File: src/rtl/div_arbiter_if.sv
`default_nettype none
// ---------------------------------------------------------------------------
// Module   : div_arbiter_if
// Purpose  : Requester, response and divider-side signals of div_arbiter.
// Revision : 1.0  initial release
// ---------------------------------------------------------------------------
interface div_arbiter_if #(
    parameter int NREQ = 4
);
    logic [NREQ-1:0]   Req;
    logic [8*NREQ-1:0] XReq;
    logic [8*NREQ-1:0] YReq;
    logic [NREQ-1:0]   Gnt;
    logic [NREQ-1:0]   RspValid;
    logic [NREQ-1:0]   RspAck;
    logic [7:0]        Quot;
    logic [7:0]        Rem;
    logic              DivErr;
    logic              Busy;
    logic [7:0]        DivXin;
    logic [7:0]        DivYin;
    logic              DivStart;
    logic              DivAck;
    logic              DivDone;
    logic [7:0]        DivQuotient;
    logic [7:0]        DivRemainder;

    // Arbiter side
    modport slave (
        input  Req, XReq, YReq, RspAck, DivDone, DivQuotient, DivRemainder,
        output Gnt, RspValid, Quot, Rem, DivErr, Busy,
               DivXin, DivYin, DivStart, DivAck
    );

    // Requesters plus divider side
    modport master (
        output Req, XReq, YReq, RspAck, DivDone, DivQuotient, DivRemainder,
        input  Gnt, RspValid, Quot, Rem, DivErr, Busy,
               DivXin, DivYin, DivStart, DivAck
    );
endinterface
`default_nettype wire

File: src/rtl/div_arbiter.sv
`default_nettype none
// ---------------------------------------------------------------------------
// Module   : div_arbiter
// Purpose  : Shares one 8-bit iterative divider among NREQ requesters.
//            DIVARB_RR_EN defined selects round-robin, else fixed priority.
// Revision : 1.0  initial release
// ---------------------------------------------------------------------------
module div_arbiter #(
    parameter int NREQ = 4
) (
    input  logic         Clk,
    input  logic         Reset,
    div_arbiter_if.slave bus
);
    localparam int PW = (NREQ > 1) ? $clog2(NREQ) : 1;
    localparam logic [PW-1:0] c_LAST = PW'(NREQ - 1);

    typedef enum logic [3:0] {
        S_IDLE   = 4'b0001,
        S_LAUNCH = 4'b0010,
        S_WAIT   = 4'b0100,
        S_RESP   = 4'b1000
    } state_t;

    state_t          r_state;
    state_t          w_next;
    logic [7:0]      r_xr;
    logic [7:0]      r_yr;
    logic [7:0]      r_quot;
    logic [7:0]      r_rem;
    logic            r_err;
    logic [PW-1:0]   r_owner;
    logic            w_any;
    logic [PW-1:0]   w_win;
    logic [7:0]      w_xsel;
    logic [7:0]      w_ysel;

`ifdef DIVARB_RR_EN
    localparam logic [PW:0] c_NREQ = (PW+1)'(NREQ);
    logic [PW-1:0]   r_ptr;
    logic [2*NREQ-1:0] w_dbl;
    logic [NREQ-1:0] w_rot;
    logic [PW:0]     w_sum;

    assign w_dbl = {bus.Req, bus.Req};
    assign w_rot = w_dbl[r_ptr +: NREQ];

    // Search from the pointer upward; descending loop lets the nearest win.
    always_comb begin
        w_any = 1'b0;
        w_win = '0;
        w_sum = '0;
        for (int k = NREQ - 1; k >= 0; k--) begin
            if (w_rot[k]) begin
                w_any = 1'b1;
                w_sum = {1'b0, r_ptr} + (PW+1)'(k);
                if (w_sum >= c_NREQ) begin
                    w_sum = w_sum - c_NREQ;
                end
                w_win = w_sum[PW-1:0];
            end
        end
    end

    always_ff @(posedge Clk or posedge Reset) begin
        if (Reset) begin
            r_ptr <= '0;
        end else if (r_state == S_IDLE && w_any) begin
            r_ptr <= (w_win == c_LAST) ? '0 : w_win + PW'(1);
        end
    end
`else
    always_comb begin
        w_any = 1'b0;
        w_win = '0;
        for (int k = NREQ - 1; k >= 0; k--) begin
            if (bus.Req[k]) begin
                w_any = 1'b1;
                w_win = PW'(k);
            end
        end
    end
`endif

    assign w_xsel = bus.XReq[{w_win, 3'b000} +: 8];
    assign w_ysel = bus.YReq[{w_win, 3'b000} +: 8];

    always_ff @(posedge Clk or posedge Reset) begin
        if (Reset) begin
            r_state <= S_IDLE;
        end else begin
            r_state <= w_next;
        end
    end

    // Gnt is masked during reset so every output reads zero while it is held.
    always_comb begin
        w_next       = r_state;
        bus.Gnt      = '0;
        bus.RspValid = '0;
        bus.DivStart = 1'b0;
        bus.DivAck   = 1'b0;
        unique case (r_state)
            S_IDLE: begin
                if (w_any && !Reset) begin
                    bus.Gnt[w_win] = 1'b1;
                    w_next = (w_ysel == 8'd0) ? S_RESP : S_LAUNCH;
                end
            end
            S_LAUNCH: begin
                bus.DivStart = 1'b1;
                w_next       = S_WAIT;
            end
            S_WAIT: begin
                bus.DivAck = bus.DivDone;
                if (bus.DivDone) begin
                    w_next = S_RESP;
                end
            end
            S_RESP: begin
                bus.RspValid[r_owner] = 1'b1;
                if (bus.RspAck[r_owner]) begin
                    w_next = S_IDLE;
                end
            end
            default: w_next = S_IDLE;
        endcase
    end

    // A zero divisor is answered directly; the divider would never finish.
    always_ff @(posedge Clk or posedge Reset) begin
        if (Reset) begin
            r_xr    <= '0;
            r_yr    <= '0;
            r_quot  <= '0;
            r_rem   <= '0;
            r_err   <= 1'b0;
            r_owner <= '0;
        end else if (r_state == S_IDLE && w_any) begin
            r_xr    <= w_xsel;
            r_yr    <= w_ysel;
            r_owner <= w_win;
            if (w_ysel == 8'd0) begin
                r_quot <= 8'hFF;
                r_rem  <= w_xsel;
                r_err  <= 1'b1;
            end else begin
                r_err  <= 1'b0;
            end
        end else if (r_state == S_WAIT && bus.DivDone) begin
            r_quot <= bus.DivQuotient;
            r_rem  <= bus.DivRemainder;
        end
    end

    assign bus.Busy   = (r_state != S_IDLE);
    assign bus.Quot   = r_quot;
    assign bus.Rem    = r_rem;
    assign bus.DivErr = r_err;
    assign bus.DivXin = r_xr;
    assign bus.DivYin = r_yr;
endmodule
`default_nettype wire

File: src/flat_wrapper.sv
// flat-port wrapper written by rule: the top's interface ports become plain ports
module div_arbiter_flat 
#(
    parameter int NREQ = 4
)
  (Clk, Reset, bus_Req, bus_XReq, bus_YReq, bus_RspAck, bus_DivDone, bus_DivQuotient, bus_DivRemainder, bus_Gnt, bus_RspValid, bus_Quot, bus_Rem, bus_DivErr, bus_Busy, bus_DivXin, bus_DivYin, bus_DivStart, bus_DivAck);
  div_arbiter_if #(.NREQ(NREQ)) bus_i ();
  input  logic Clk;
  input  logic Reset;
  input wire logic [$bits(bus_i.Req)-1:0] bus_Req;
  input wire logic [$bits(bus_i.XReq)-1:0] bus_XReq;
  input wire logic [$bits(bus_i.YReq)-1:0] bus_YReq;
  input wire logic [$bits(bus_i.RspAck)-1:0] bus_RspAck;
  input wire logic [$bits(bus_i.DivDone)-1:0] bus_DivDone;
  input wire logic [$bits(bus_i.DivQuotient)-1:0] bus_DivQuotient;
  input wire logic [$bits(bus_i.DivRemainder)-1:0] bus_DivRemainder;
  output wire logic [$bits(bus_i.Gnt)-1:0] bus_Gnt;
  output wire logic [$bits(bus_i.RspValid)-1:0] bus_RspValid;
  output wire logic [$bits(bus_i.Quot)-1:0] bus_Quot;
  output wire logic [$bits(bus_i.Rem)-1:0] bus_Rem;
  output wire logic [$bits(bus_i.DivErr)-1:0] bus_DivErr;
  output wire logic [$bits(bus_i.Busy)-1:0] bus_Busy;
  output wire logic [$bits(bus_i.DivXin)-1:0] bus_DivXin;
  output wire logic [$bits(bus_i.DivYin)-1:0] bus_DivYin;
  output wire logic [$bits(bus_i.DivStart)-1:0] bus_DivStart;
  output wire logic [$bits(bus_i.DivAck)-1:0] bus_DivAck;
  assign bus_i.Req = bus_Req;
  assign bus_i.XReq = bus_XReq;
  assign bus_i.YReq = bus_YReq;
  assign bus_i.RspAck = bus_RspAck;
  assign bus_i.DivDone = bus_DivDone;
  assign bus_i.DivQuotient = bus_DivQuotient;
  assign bus_i.DivRemainder = bus_DivRemainder;
  assign bus_Gnt = bus_i.Gnt;
  assign bus_RspValid = bus_i.RspValid;
  assign bus_Quot = bus_i.Quot;
  assign bus_Rem = bus_i.Rem;
  assign bus_DivErr = bus_i.DivErr;
  assign bus_Busy = bus_i.Busy;
  assign bus_DivXin = bus_i.DivXin;
  assign bus_DivYin = bus_i.DivYin;
  assign bus_DivStart = bus_i.DivStart;
  assign bus_DivAck = bus_i.DivAck;
  div_arbiter #(.NREQ(NREQ)) u_core (.Clk(Clk), .Reset(Reset), .bus(bus_i));
endmodule
File: config.mk
export PLATFORM = sky130hd
export DESIGN_NAME = div_arbiter_flat
export DESIGN_NICKNAME = d
export VERILOG_FILES = /design/src/rtl/div_arbiter_if.sv /design/src/rtl/div_arbiter.sv /design/src/flat_wrapper.sv
export SDC_FILE = /design/constraint.sdc
export NUM_CORES = 1
export LEC_CHECK = 0
export ABC_AREA = 1
export CORE_MARGIN = 5
export CORE_UTILIZATION = 35
export DETAILED_ROUTE_END_ITERATION = 8
export PLACE_DENSITY_LB_ADDON = 0.25
export SETUP_SLACK_MARGIN = 0.5
export SLEW_MARGIN = 20
export SYNTH_ARGS = -nofsm -noshare
export SYNTH_HDL_FRONTEND = slang
export SYNTH_SLANG_ARGS = --single-unit
File: constraint.sdc
create_clock -name Clk -period 1.95 [get_ports Clk]
set_input_delay 0.4875 -clock Clk [delete_from_list [all_inputs] [get_ports Clk]]
set_output_delay 0.4875 -clock Clk [all_outputs]
set_load 0.01 [all_outputs]
=== Word-level counts from Yosys, hierarchy flattened ===
Index checks and enable logic that the tools add are counted.

* Bits in registers: 39
* Input bits: 91
* Output and inout port bits: 44
* Logic and storage cells: 63

* Order comparisons: 4
* Equality and inequality tests: 9
* Shifts and indexed selects: 2
* Mux-type cells: 31
* Reductions and logical operators: 10

{| class="wikitable"
|+ Operators by type and width
! cell !! number
|-
| $shiftx 32x6->8 || 2
|-
| $mux 8 || 6
|-
| $mux 4 || 7
|-
| $pmux 4 s4 || 1
|-
| $mux 1 || 10
|-
| $logic_not 8->1 || 1
|-
| $mux 2 || 4
|-
| $lt 2x3->1 const B || 2
|-
| $ne 2x1->1 const B || 3
|-
| $logic_and 1x1->1 || 5
|-
| $demux 1 s2 || 2
|-
| $eq 4x1->1 const B || 1
|-
| $eq 4x2->1 const B || 1
|-
| $eq 4x3->1 const B || 1
|-
| $eq 4x4->1 const B || 1
|-
| $ge 2x1->1 const B || 2
|-
| $ne 4x1->1 const B || 1
|-
| $reduce_and 3->1 || 1
|-
| $bmux 1 s2 || 1
|-
| $ne 2x2->1 const B || 1
|-
| $reduce_and 2->1 || 1
|-
| $reduce_bool 2->1 || 1
|-
| $logic_not 1->1 || 1
|}

=== Depth between registers and ports, before layout ===
* Depth after elaboration: 10
* Mapped depth: 15
* Depth with buffers taken out: 13

=== Worst setup path after synthesis ===
Ideal clock, no wire load.

* Path kind: register -> output
* From: reg u_core.r_state[0]
* To: out bus_Gnt[2]
* Arrival: 1,681 ps
* Required time: 1,462 ps
* Slack: -219 ps
* Cell stages (with the launch flop): 8
* Path buffers: 1
* Cells stage by stage: dfstp_2 > inv_1 > nor3_1 > nand2_1 > buf_2 > nor2_1 > inv_1 > nor4_1

* Cells in the longest elaborated chain, start to end: 2

{| class="wikitable"
|+ RTL lines
! what !! line !! text
|-
| start: declaration || div_arbiter.sv:25 || <nowiki>state_t r_state;</nowiki>
|-
| start signal: assignment || div_arbiter.sv:92 || <nowiki>r_state <= w_next;</nowiki>
|-
| $eq 4x1->1 || div_arbiter.sv:103 || <nowiki>unique case (r_state)</nowiki>
|-
| $mux 4 || div_arbiter.sv:103 ||
|-
| end: declaration || flat_wrapper.sv:17 || <nowiki>output wire logic [$bits(bus_i.Gnt)-1:0] bus_Gnt;</nowiki>
|}

Every way passes these cells.

=== Final worst setup path ===
* From: reg u_core.r_state[0]
* To: out bus_Gnt[3]

The elaborated chain is that of the path after synthesis.

==> metrics <==
Layout area overhead 105%; Leak 2.45 nW; failing checks negative setup slack; dpl cells 595; initial core utilization 0.359; Final Max Slew Viols 0; reg2reg setup slack 0.11 ns; chip height 93.5 µm; core area 6790 µm²; routability cong. 0.852; DR iter-0 viols 106; top post-synthesis cells by area dfrtp_1 (39%), nand2_1 (20%), nand3_1 (12%); CTS tree yes; crit end category output pin; Worst Skew 0.00800 ns; Ant. Diodes 0; number of hold buffers added after cts 0; Clock Latency Late Sink 0.29 ns; DRC viols 0; most common cell after layout, fill and taps aside nand2_1; Synth top area share 0.390; ys flop type dfrtp_1; Clock power frac 0.125; syn avg cell area 7.03 µm²; HPWL Detailed 6220 µm; fin cells 633; DRT antenna net count 0; Worst setup SP type flop; drt wl/cell 14.1 µm; CP Max Fanout 5; Port Buffer Count 134; Clock Tree Root clkbuf_8; status finished with violations; CP Data Required Time 1.46 ns; Row Count 30; syn_nets 438; Post-Syn Instances 347; Worst-path clk slew 0.08 ns; Switching Fraction 0.392; final net count 627; RSZ-0062 raised after global routing true; met2 Use GR 0.366; CTS Sinks 39; Switching Power 0.00210 W; Synth cell types 27; first-pass GRT wire length 14000 µm; Hold Vio Cnt, Final 0; max_cap viols 0; number of synthesis warnings 0; met3 GRT Util 0.0434; worst path arrival time 1.74 ns; worst hold-check path type flop to flop; IO Pins 135; drt pass-1 iters 5; initial antenna violation count 0; GRT overflow 0; WHS 0.487 ns; Die X 93.5 µm; Max-slew headroom 0.671; f_max 448 MHz; VDD IR-drop max 0.520 mV; grt met1 use 0.228; Sequential Power Share 0.262; Tmin final 2.23 ns; Routed WL 8950 µm; commonest non-fill, non-tap cells in the layout nand2_1 (93), clkdlybuf4s50_1 (86), nand3_1 (46); critical path class flop to output pin; GRT Resource Usage Total 0.198; Tcrit/Tclk final 1.14; DIE AREA 8740 µm²; Post-synth EDFFs 0; synthesized cell area 2440 µm²; Pint 0.00326 W; Slew @ Worst Pin 0.493 ns; pin count of the biggest net entering global routing 40; Most Crowded Layer GR met2; Final WS setup -0.281 ns; H-tree depth 2; Seq/Total Area, Yosys 0.401; # setup viols final 7; Longest Clk Path Bufs 2; vias in the first global route 3064; Combinational Power Share 0.613; DR vias/cell 4.77; power per cell area 1070 nW/µm²; register bit total from synthesis 39; CTS buffer count 5; Yosys top cell by area dfrtp_1; vias 3022; layout cell share with drive strength beyond 1 0.359; FFs w/ async S/R, synth 1.00
worst max-delay path: stages (launching register included):
cell and delay (ns):
dfstp_2 0.55, inv_2 0.05, nor3_4 0.22, nand2_2 0.10
nor2_4 0.12, inv_4 0.08, nor3_4 0.17, buf_2 0.16
state kept, by name, summed over array words and instances (netlist names):
signal and cells:
u_core.bus.DivYin 8, u_core.bus.Rem 8, u_core.bus.DivXin 8, u_core.bus.Quot 8, u_core.r_state 4, u_core.r_owner 2, u_core.bus.DivErr 1
metal layers:
layer | vias to the layer above | part of all wire
met1 | 1400 | 0.39
met3 | 14 | 0.068
li1 | 1499 | -
met2 | 109 | 0.53
met4 | 0 | 0.017
met5 | - | 0
kinds of logic after synthesis:
group,count (synthesis),synth area share
AND/OR/NAND/NOR,244,0.473
flip-flops,39,0.401
buffers and inverters,51,0.0970
AO/OA/AOI/OAI,13,0.0298
stage by stage:
stage          area (µm²)  setup TNS (ns)  worst slack [ns]  total power (W)   util
6_report             4990           -1.22            -0.281          0.00536  0.735
5_1_grt              4990           -1.88            -0.371          0.00569  0.735
4_1_cts              4740           -1.45            -0.255          0.00515  0.698
3_5_place_dp         4140          -22.68            -0.821          0.00376  0.609
3_3_place_gp         4140          -20.99            -0.780          0.00371  0.609
2_1_floorplan        2540               0             0.107          0.00258      -
power groups by stage:
stage	logic [W]	registers (W)	clock network, W
detailed placement	0.00236	0.00141	0
finish	0.00329	0.00140	0.000673
global placement	0.00232	0.00139	0
global route	0.00353	0.00145	0.000713
floorplan	0.00106	0.00152	0
CTS	0.00307	0.00139	0.000684
cell type report:
class / count / area [µm²]
clock buffers: 5 / 68.8
clock inverters: 3 / 43.8
fillers: 507 / 1800
inverters: 37 / 170
multi-input cells: 260 / 1660
flip-flops and latches: 39 / 977
well taps: 96 / 120
repair buffers: 193 / 1950
worst paths after layout:
path                                       from  cells past startpoint              endpoint
setup / recovery              u_core.r_state[0]                      7            bus_Gnt[3]
hold / removal             u_core.bus.DivXin[1]                      2  u_core.bus.DivXin[1]
setup reg to reg              u_core.r_state[0]                     12     u_core.bus.Rem[6]
hold reg to reg            u_core.bus.DivXin[1]                      2  u_core.bus.DivXin[1]
max in group asynchronous                 Reset                      4     u_core.r_state[0]
min in group asynchronous                 Reset                      4     u_core.r_owner[1]
cells in the mapped netlist, types with 2 or more instances:
| library cell | n |
|---|---|
| nand3_2 | 9 |
| buf_6 | 4 |
| nand2_1 | 127 |
| nand3_1 | 58 |
| inv_2 | 2 |
| nor2_4 | 4 |
| buf_2 | 7 |
| nor2_2 | 5 |
| inv_1 | 34 |
| nor3_1 | 7 |
| dfrtp_1 | 38 |
| nand2_2 | 3 |
| nand4_1 | 8 |
| o21ai_0 | 11 |
| nor2_1 | 18 |
repair_timing:
| item | in CTS | in global routing |
|---|---|---|
| setup buffers | 14 | 10 |
| resized for setup | 212 | 59 |
| setup endpoints to repair | 82 | 55 |
| cloned | 5 | 1 |
| pin swaps | 19 | 22 |
(Power assumes the default switching activity.)
